[src/rtl/mem_arbiter.sv]
// mem_arbiter: two-port (instruction fetch / data) arbiter in front of a single
// memory with at most one outstanding transaction.
// Optional feature macro: ARB_ROUND_ROBIN_EN (round-robin on simultaneous
// requests); when undefined the data port has fixed priority.
module mem_arbiter #(
    parameter int unsigned ADDR_W = 32,
    parameter int unsigned DATA_W = 32
) (
    input  logic                  clk,
    input  logic                  reset,
    // instruction fetch port
    input  logic                  if_req,
    input  logic [ADDR_W-1:0]     if_addr,
    output logic                  if_gnt,
    output logic                  if_rvalid,
    output logic [DATA_W-1:0]     if_rdata,
    // data port
    input  logic                  d_req,
    input  logic                  d_we,
    input  logic [ADDR_W-1:0]     d_addr,
    input  logic [DATA_W-1:0]     d_wdata,
    input  logic [DATA_W/8-1:0]   d_be,
    output logic                  d_gnt,
    output logic                  d_rvalid,
    output logic [DATA_W-1:0]     d_rdata,
    // shared memory command / response
    output logic                  mem_req,
    output logic                  mem_we,
    output logic [ADDR_W-1:0]     mem_addr,
    output logic [DATA_W-1:0]     mem_wdata,
    output logic [DATA_W/8-1:0]   mem_be,
    input  logic                  mem_rvalid,
    input  logic [DATA_W-1:0]     mem_rdata
);

    localparam int unsigned BE_W = DATA_W / 8;

    typedef enum logic {S_IDLE = 1'b0, S_WAIT = 1'b1} state_t;
    typedef enum logic {OWN_IF = 1'b0, OWN_D = 1'b1} owner_t;

    state_t              state_q;
    owner_t              owner_q;
    logic                mem_req_q;
    logic                mem_we_q;
    logic [ADDR_W-1:0]   mem_addr_q;
    logic [DATA_W-1:0]   mem_wdata_q;
    logic [BE_W-1:0]     mem_be_q;
    logic                if_rvalid_q;
    logic [DATA_W-1:0]   if_rdata_q;
    logic                d_rvalid_q;
    logic [DATA_W-1:0]   d_rdata_q;
`ifdef ARB_ROUND_ROBIN_EN
    owner_t              last_q;
`endif

    logic                grant_d;
    logic                pick_d_d;

    // Winner selection and combinational grant pulse (IDLE only, never both)
    always_comb begin
        pick_d_d = d_req;
`ifdef ARB_ROUND_ROBIN_EN
        if (if_req && d_req) begin
            pick_d_d = (last_q == OWN_IF);
        end
`endif
        grant_d = !reset && (state_q == S_IDLE) && (if_req || d_req);
        if_gnt  = grant_d && !pick_d_d;
        d_gnt   = grant_d && pick_d_d;
    end

    // Transaction FSM: latch command on grant, route response to the owner
    always_ff @(posedge clk or posedge reset) begin
        if (reset) begin
            state_q     <= S_IDLE;
            owner_q     <= OWN_IF;
            mem_req_q   <= 1'b0;
            mem_we_q    <= 1'b0;
            mem_addr_q  <= '0;
            mem_wdata_q <= '0;
            mem_be_q    <= '0;
            if_rvalid_q <= 1'b0;
            if_rdata_q  <= '0;
            d_rvalid_q  <= 1'b0;
            d_rdata_q   <= '0;
`ifdef ARB_ROUND_ROBIN_EN
            last_q      <= OWN_IF;
`endif
        end else begin
            mem_req_q   <= 1'b0;
            if_rvalid_q <= 1'b0;
            d_rvalid_q  <= 1'b0;
            if (state_q == S_IDLE) begin
                if (grant_d) begin
                    mem_req_q <= 1'b1;
                    state_q   <= S_WAIT;
`ifdef ARB_ROUND_ROBIN_EN
                    last_q    <= pick_d_d ? OWN_D : OWN_IF;
`endif
                    if (pick_d_d) begin
                        owner_q     <= OWN_D;
                        mem_we_q    <= d_we;
                        mem_addr_q  <= d_addr;
                        mem_wdata_q <= d_wdata;
                        mem_be_q    <= d_be;
                    end else begin
                        owner_q     <= OWN_IF;
                        mem_we_q    <= 1'b0;
                        mem_addr_q  <= if_addr;
                        mem_wdata_q <= '0;
                        mem_be_q    <= '1;
                    end
                end
            end else begin
                if (mem_rvalid) begin
                    state_q <= S_IDLE;
                    if (owner_q == OWN_D) begin
                        d_rvalid_q <= 1'b1;
                        // write acks leave read data untouched
                        if (!mem_we_q) begin
                            d_rdata_q <= mem_rdata;
                        end
                    end else begin
                        if_rvalid_q <= 1'b1;
                        if_rdata_q  <= mem_rdata;
                    end
                end
            end
        end
    end

    assign mem_req   = mem_req_q;
    assign mem_we    = mem_we_q;
    assign mem_addr  = mem_addr_q;
    assign mem_wdata = mem_wdata_q;
    assign mem_be    = mem_be_q;
    assign if_rvalid = if_rvalid_q;
    assign if_rdata  = if_rdata_q;
    assign d_rvalid  = d_rvalid_q;
    assign d_rdata   = d_rdata_q;

endmodule

[config.mk]
export PLATFORM = sky130hd
export DESIGN_NAME = mem_arbiter
export DESIGN_NICKNAME = d
export VERILOG_FILES = /design/src/rtl/mem_arbiter.sv
export SDC_FILE = /design/constraint.sdc
export NUM_CORES = 1
export LEC_CHECK = 0
export CORE_ASPECT_RATIO = 0.9
export CORE_MARGIN = 3
export CORE_UTILIZATION = 44
export DETAILED_ROUTE_END_ITERATION = 6
export PLACE_DENSITY = 0.86
export SETUP_SLACK_MARGIN = 0.05
export SYNTH_ARGS = -nofsm -noshare
export SYNTH_HDL_FRONTEND = slang
export SYNTH_SLANG_ARGS = --single-unit
[constraint.sdc]
create_clock -name clk -period 13.78 [get_ports clk]
set_clock_uncertainty 0.2 [all_clocks]
set_input_delay 4.134 -clock clk [delete_from_list [all_inputs] [get_ports clk]]
set_output_delay 4.134 -clock clk [all_outputs]
set_load 0.01 [all_outputs]
# Yosys cells after proc, flatten, opt, wreduce, memory -nomap -nowiden
# Cells that the tools add are included.
[totals]
register_bits = 138
inputBits = 138
output_inout_bits = 138
[classes]
n_mux = 15
bitwise_logic = 3
n_reduce_logical = 10
[ops]
columns = ["cell", "n"]
rows = [
  ["32-bit two-way mux", 2],
  ["1-bit two-way mux", 12],
  ["1-bit logical AND", 4],
  ["4-bit two-way mux", 1],
  ["4-bit AND reduction", 1],
  ["1-bit inverter", 3],
  ["3-bit AND reduction", 1],
  ["1-bit zero test", 2],
  ["2-bit AND reduction", 1],
  ["1-bit logical OR", 1],
]

# Depth between registers and ports, before layout
[depth]
depth_word = 5
depth_mapped = 5

# Least setup slack after synthesis
# No wires, ideal clock.
[synth_path]
kind = "in2out"
start = "in d_req"
end = "out if_gnt"
t_arrival_ns = 4.973
slack_ns = 4.473
stages = 3
path_cell_list = "buf_2 -> buf_2 -> nor4b_1"
[synth_via]
elab_chain_len = 3
elab_cells_between_ends = 4
cone_classes = "reduce/logical (4)"
[synth_lines]
columns = ["item", "line", "text"]
rows = [
  ["start, declared", "18", "input logic d_req,"],
  ["1-bit logical OR", "67", "grant_d = !reset && (state_q == S_IDLE) && (if_req || d_req);"],
  ["1-bit logical AND", "67", ""],
  ["1-bit logical AND *", "68", "if_gnt = grant_d && !pick_d_d;"],
  ["end, declared", "14", "output logic if_gnt,"],
]
# Mark *: on every way between the ends. The rest lies on a longest branch, timed or not.

# Worst setup path in the final report
[layout_path]
start = "in d_req"
end = "out d_gnt"
[layout_via]
elab_chain_len = 3
[layout_lines]
columns = ["item", "line", "text"]
rows = [
  ["1-bit logical OR", "67", ""],
  ["1-bit logical AND", "67", ""],
  ["1-bit logical AND *", "69", "d_gnt = grant_d && pick_d_d;"],
  ["end, declared", "23", "output logic d_gnt,"],
]
# Marks and branches as above.

==> impl_metrics.csv <==
group,metric,value,unit
run_status,status,"complete, no violations",
hold_path,worst_hold_path_type,"flip-flop to flip-flop",
yosys,yosysMostFrequentCell,"dfrtp_1",
yosys,synth_top_cell_area_share,0.611,
sta,hold_slack,0.300,ns
final_layout,drive_above_1_share,0.267,
sta,fin_setup_tns,0,ns
sta,period_needed,10.74,ns
cts,post_cts.repair.setup_buffers,0,
cts,cts_tree,"built",
power,ir_worst_vdd,0.0870,mV
worst_setup_path,critPathKind,"input port to primary output",
floorplanning,core_area,0.0123,mm^2
cts,ctsHoldBuffers,0,
route,viasPerCell,4.99,
yosys,syn_nets,476,
grt,gr-total-overflow,0,
route,drt_first_iter_violations,168,
sta,slew_viol_final,0,
sta,rsz0062_at_grt,"no",
floorplanning,die-area,0.0142,mm^2
route,first_pass_iters,4,
final_layout,num-nets-final,753,
yosys,yosysTopAreaCell,"dfrtp_1",
power,cellLeakagePower,3.98,nW
yosys,ys_seq_area_frac,0.611,
yosys,synthesis.area,0.00565,mm^2
floorplanning,ios,276,
sta,finalHoldViolCount,0,
yosys,synth_seq_cells,138,
grt,grt_max_degree,88,
sta,tightest_slew,1.18,ns
route,ant_nets,0,
final_layout,syn_to_final_growth,60.8,%
yosys,avgSynthCellArea,16.7,um^2
place,placed_area,0.00850,mm^2
worst_setup_path,crit_arrival,6.41,ns
final_layout,final_area,0.00909,mm^2
route,drt_wl_total,15300,um
grt,grt_pass1_wl,23800,um
grt,antenna_found_initial,0,
place,dpl.hpwl,11300,um
worst_setup_path,cp_max_fo,35,
cts,clk_pin_slew_worst_paths,0.05,ns
cts,htree_levels,4,
final_layout,diodes,0,
sta,fmax,93.1,MHz
cts,cts_buffers,17,
worst_setup_path,cp-end-kind,"primary output",
cts,cts-resized-gates,0,
place,io_buffer_count,275,
cts,cts_sinks,138,
yosys,synth_edf_count,0,
worst_setup_path,cp.required,9.45,ns
floorplanning,start_util,0.459,
cts,clk_latency,0.40,ns
route,post-route-drc-count,0,
floorplanning,die_h,114,um
worst_setup_path,startpoint_type,"input port",
floorplanning,core.rowCount,38,
grt,grt_use_total,0.215,
cts,cts_buffer_depth,2,
yosys,synth_area_leaders,"dfrtp_1, mux2_4, mux2_2",
place,gp_congestion,0.833,
yosys,synth_top_cells_by_count,"dfrtp_1, mux2_2, mux2_4",
sta,setup_viol,0,
job,cap_violations,0,
grt,grt_pass1_vias,4320,
yosys,yosys_warnings,0,
yosys,postSynth.asyncResetShare,1.00,
yosys,syn_inst,338,
route,vias,3923,
yosys,synth_cell_types,20,
floorplanning,die_w,125,um
power,powerDensity,187,mW/mm^2
yosys,synth_top_flop_cell,"dfrtp_1",
route,wl_per_cell,19.5,um
sta,slew_headroom,0.212,
sta,fin_crit_sh,0.779,
cts,cts-root-buf,"clkbuf_16",
==> state kept, by name, indices dropped and copies added, names as in the netlist, 4 cells and up <==
register and flops:
mem_wdata 32, d_rdata 32, if_rdata 32, mem_be 4, mem_addr 32
==> cell usage in the layout, fill, tap and decap left out, drive strengths merged <==
cell type / Yosys / final
nor2: 1 / 1
buf: 19 / 3
inv: 5 / 5
clkdlybuf4s50: 0 / 275
clkinv: 0 / 7
and3: 1 / 1
nand2: 2 / 2
o21ai: 2 / 2
nand2b: 1 / 1
a21o: 1 / 1
o22a: 4 / 4
dfrtp: 138 / 138
clkbuf: 1 / 18
bufinv: 0 / 3
nand3b: 1 / 1
nor4b: 1 / 1
clkinvlp: 0 / 2
a22o: 33 / 33
mux2: 128 / 128
==> metrics by stage <==
step                setup WS, ns  std cells  total power, mW  utilization
CTS                         3.02        786             1.72        0.738
global route                2.84        786             1.78        0.738
global placement            3.10        756             1.24        0.690
floorplan                   4.47        338            0.884            -
detailed placement          3.02        756             1.26        0.690
finish                      3.04        786             1.70        0.738
==> power breakdown <==
| part | total, mW | internal (mW) | switching, mW | leakage [nW] |
|---|---|---|---|---|
| Clock | 0.451 | 0.287 | 0.164 | 0.287 |
| Combinational | 0.624 | 0.413 | 0.211 | 2.03 |
| Sequential | 0.627 | 0.545 | 0.0823 | 1.66 |
==> area by class of cell <==
type,count,area (um^2)
Clock buffer,18,439
Clock inverter,12,151
Fill cell,765,3220
Inverter,5,26.3
Multi-Input combinational cell,175,2050
Sequential cell,138,3450
Tap cell,160,200
Timing Repair Buffer,278,2780
==> logic make-up (layout without fill, tap and decap cells) <==
| group | after synthesis | in the layout | share of synthesized area |
|---|---|---|---|
| compound gates | 40 | 40 | 0.0624 |
| flops | 138 | 138 | 0.611 |
| mux | 128 | 128 | 0.291 |
| simple gates | 7 | 7 | 0.00753 |
| buf+inv | 25 | 313 | 0.0279 |
==> critical path, stage by stage <==
cell and delay [ns]:
clkdlybuf4s50_1 0.46, buf_4 0.39, nand2_1 0.24, inv_2 0.50
clkdlybuf4s50_1 0.66
==> routing by layer <==
metal,up-vias,GRT usage,routed length (um)
met5,-,0,0
met2,175,0.378,8030
li1,1778,-,-
met4,0,0.0751,274
met3,19,0.0716,1200
met1,1951,0.249,5840
==> path summary, 6_finish.rpt <==
check	from	endpoint	slack, ns	cells after the start
min in group asynchronous	reset	mem_addr[12]	4.12	2
max reg2reg	state_q	mem_addr[27]	11.55	4
max	d_req	d_gnt	3.04	5
min	if_rdata[12]	if_rdata[12]	0.30	1
max in group asynchronous	reset	if_rdata[3]	8.12	3
min reg2reg	if_rdata[12]	if_rdata[12]	0.30	1
Power figures use the tool's default switching activity.
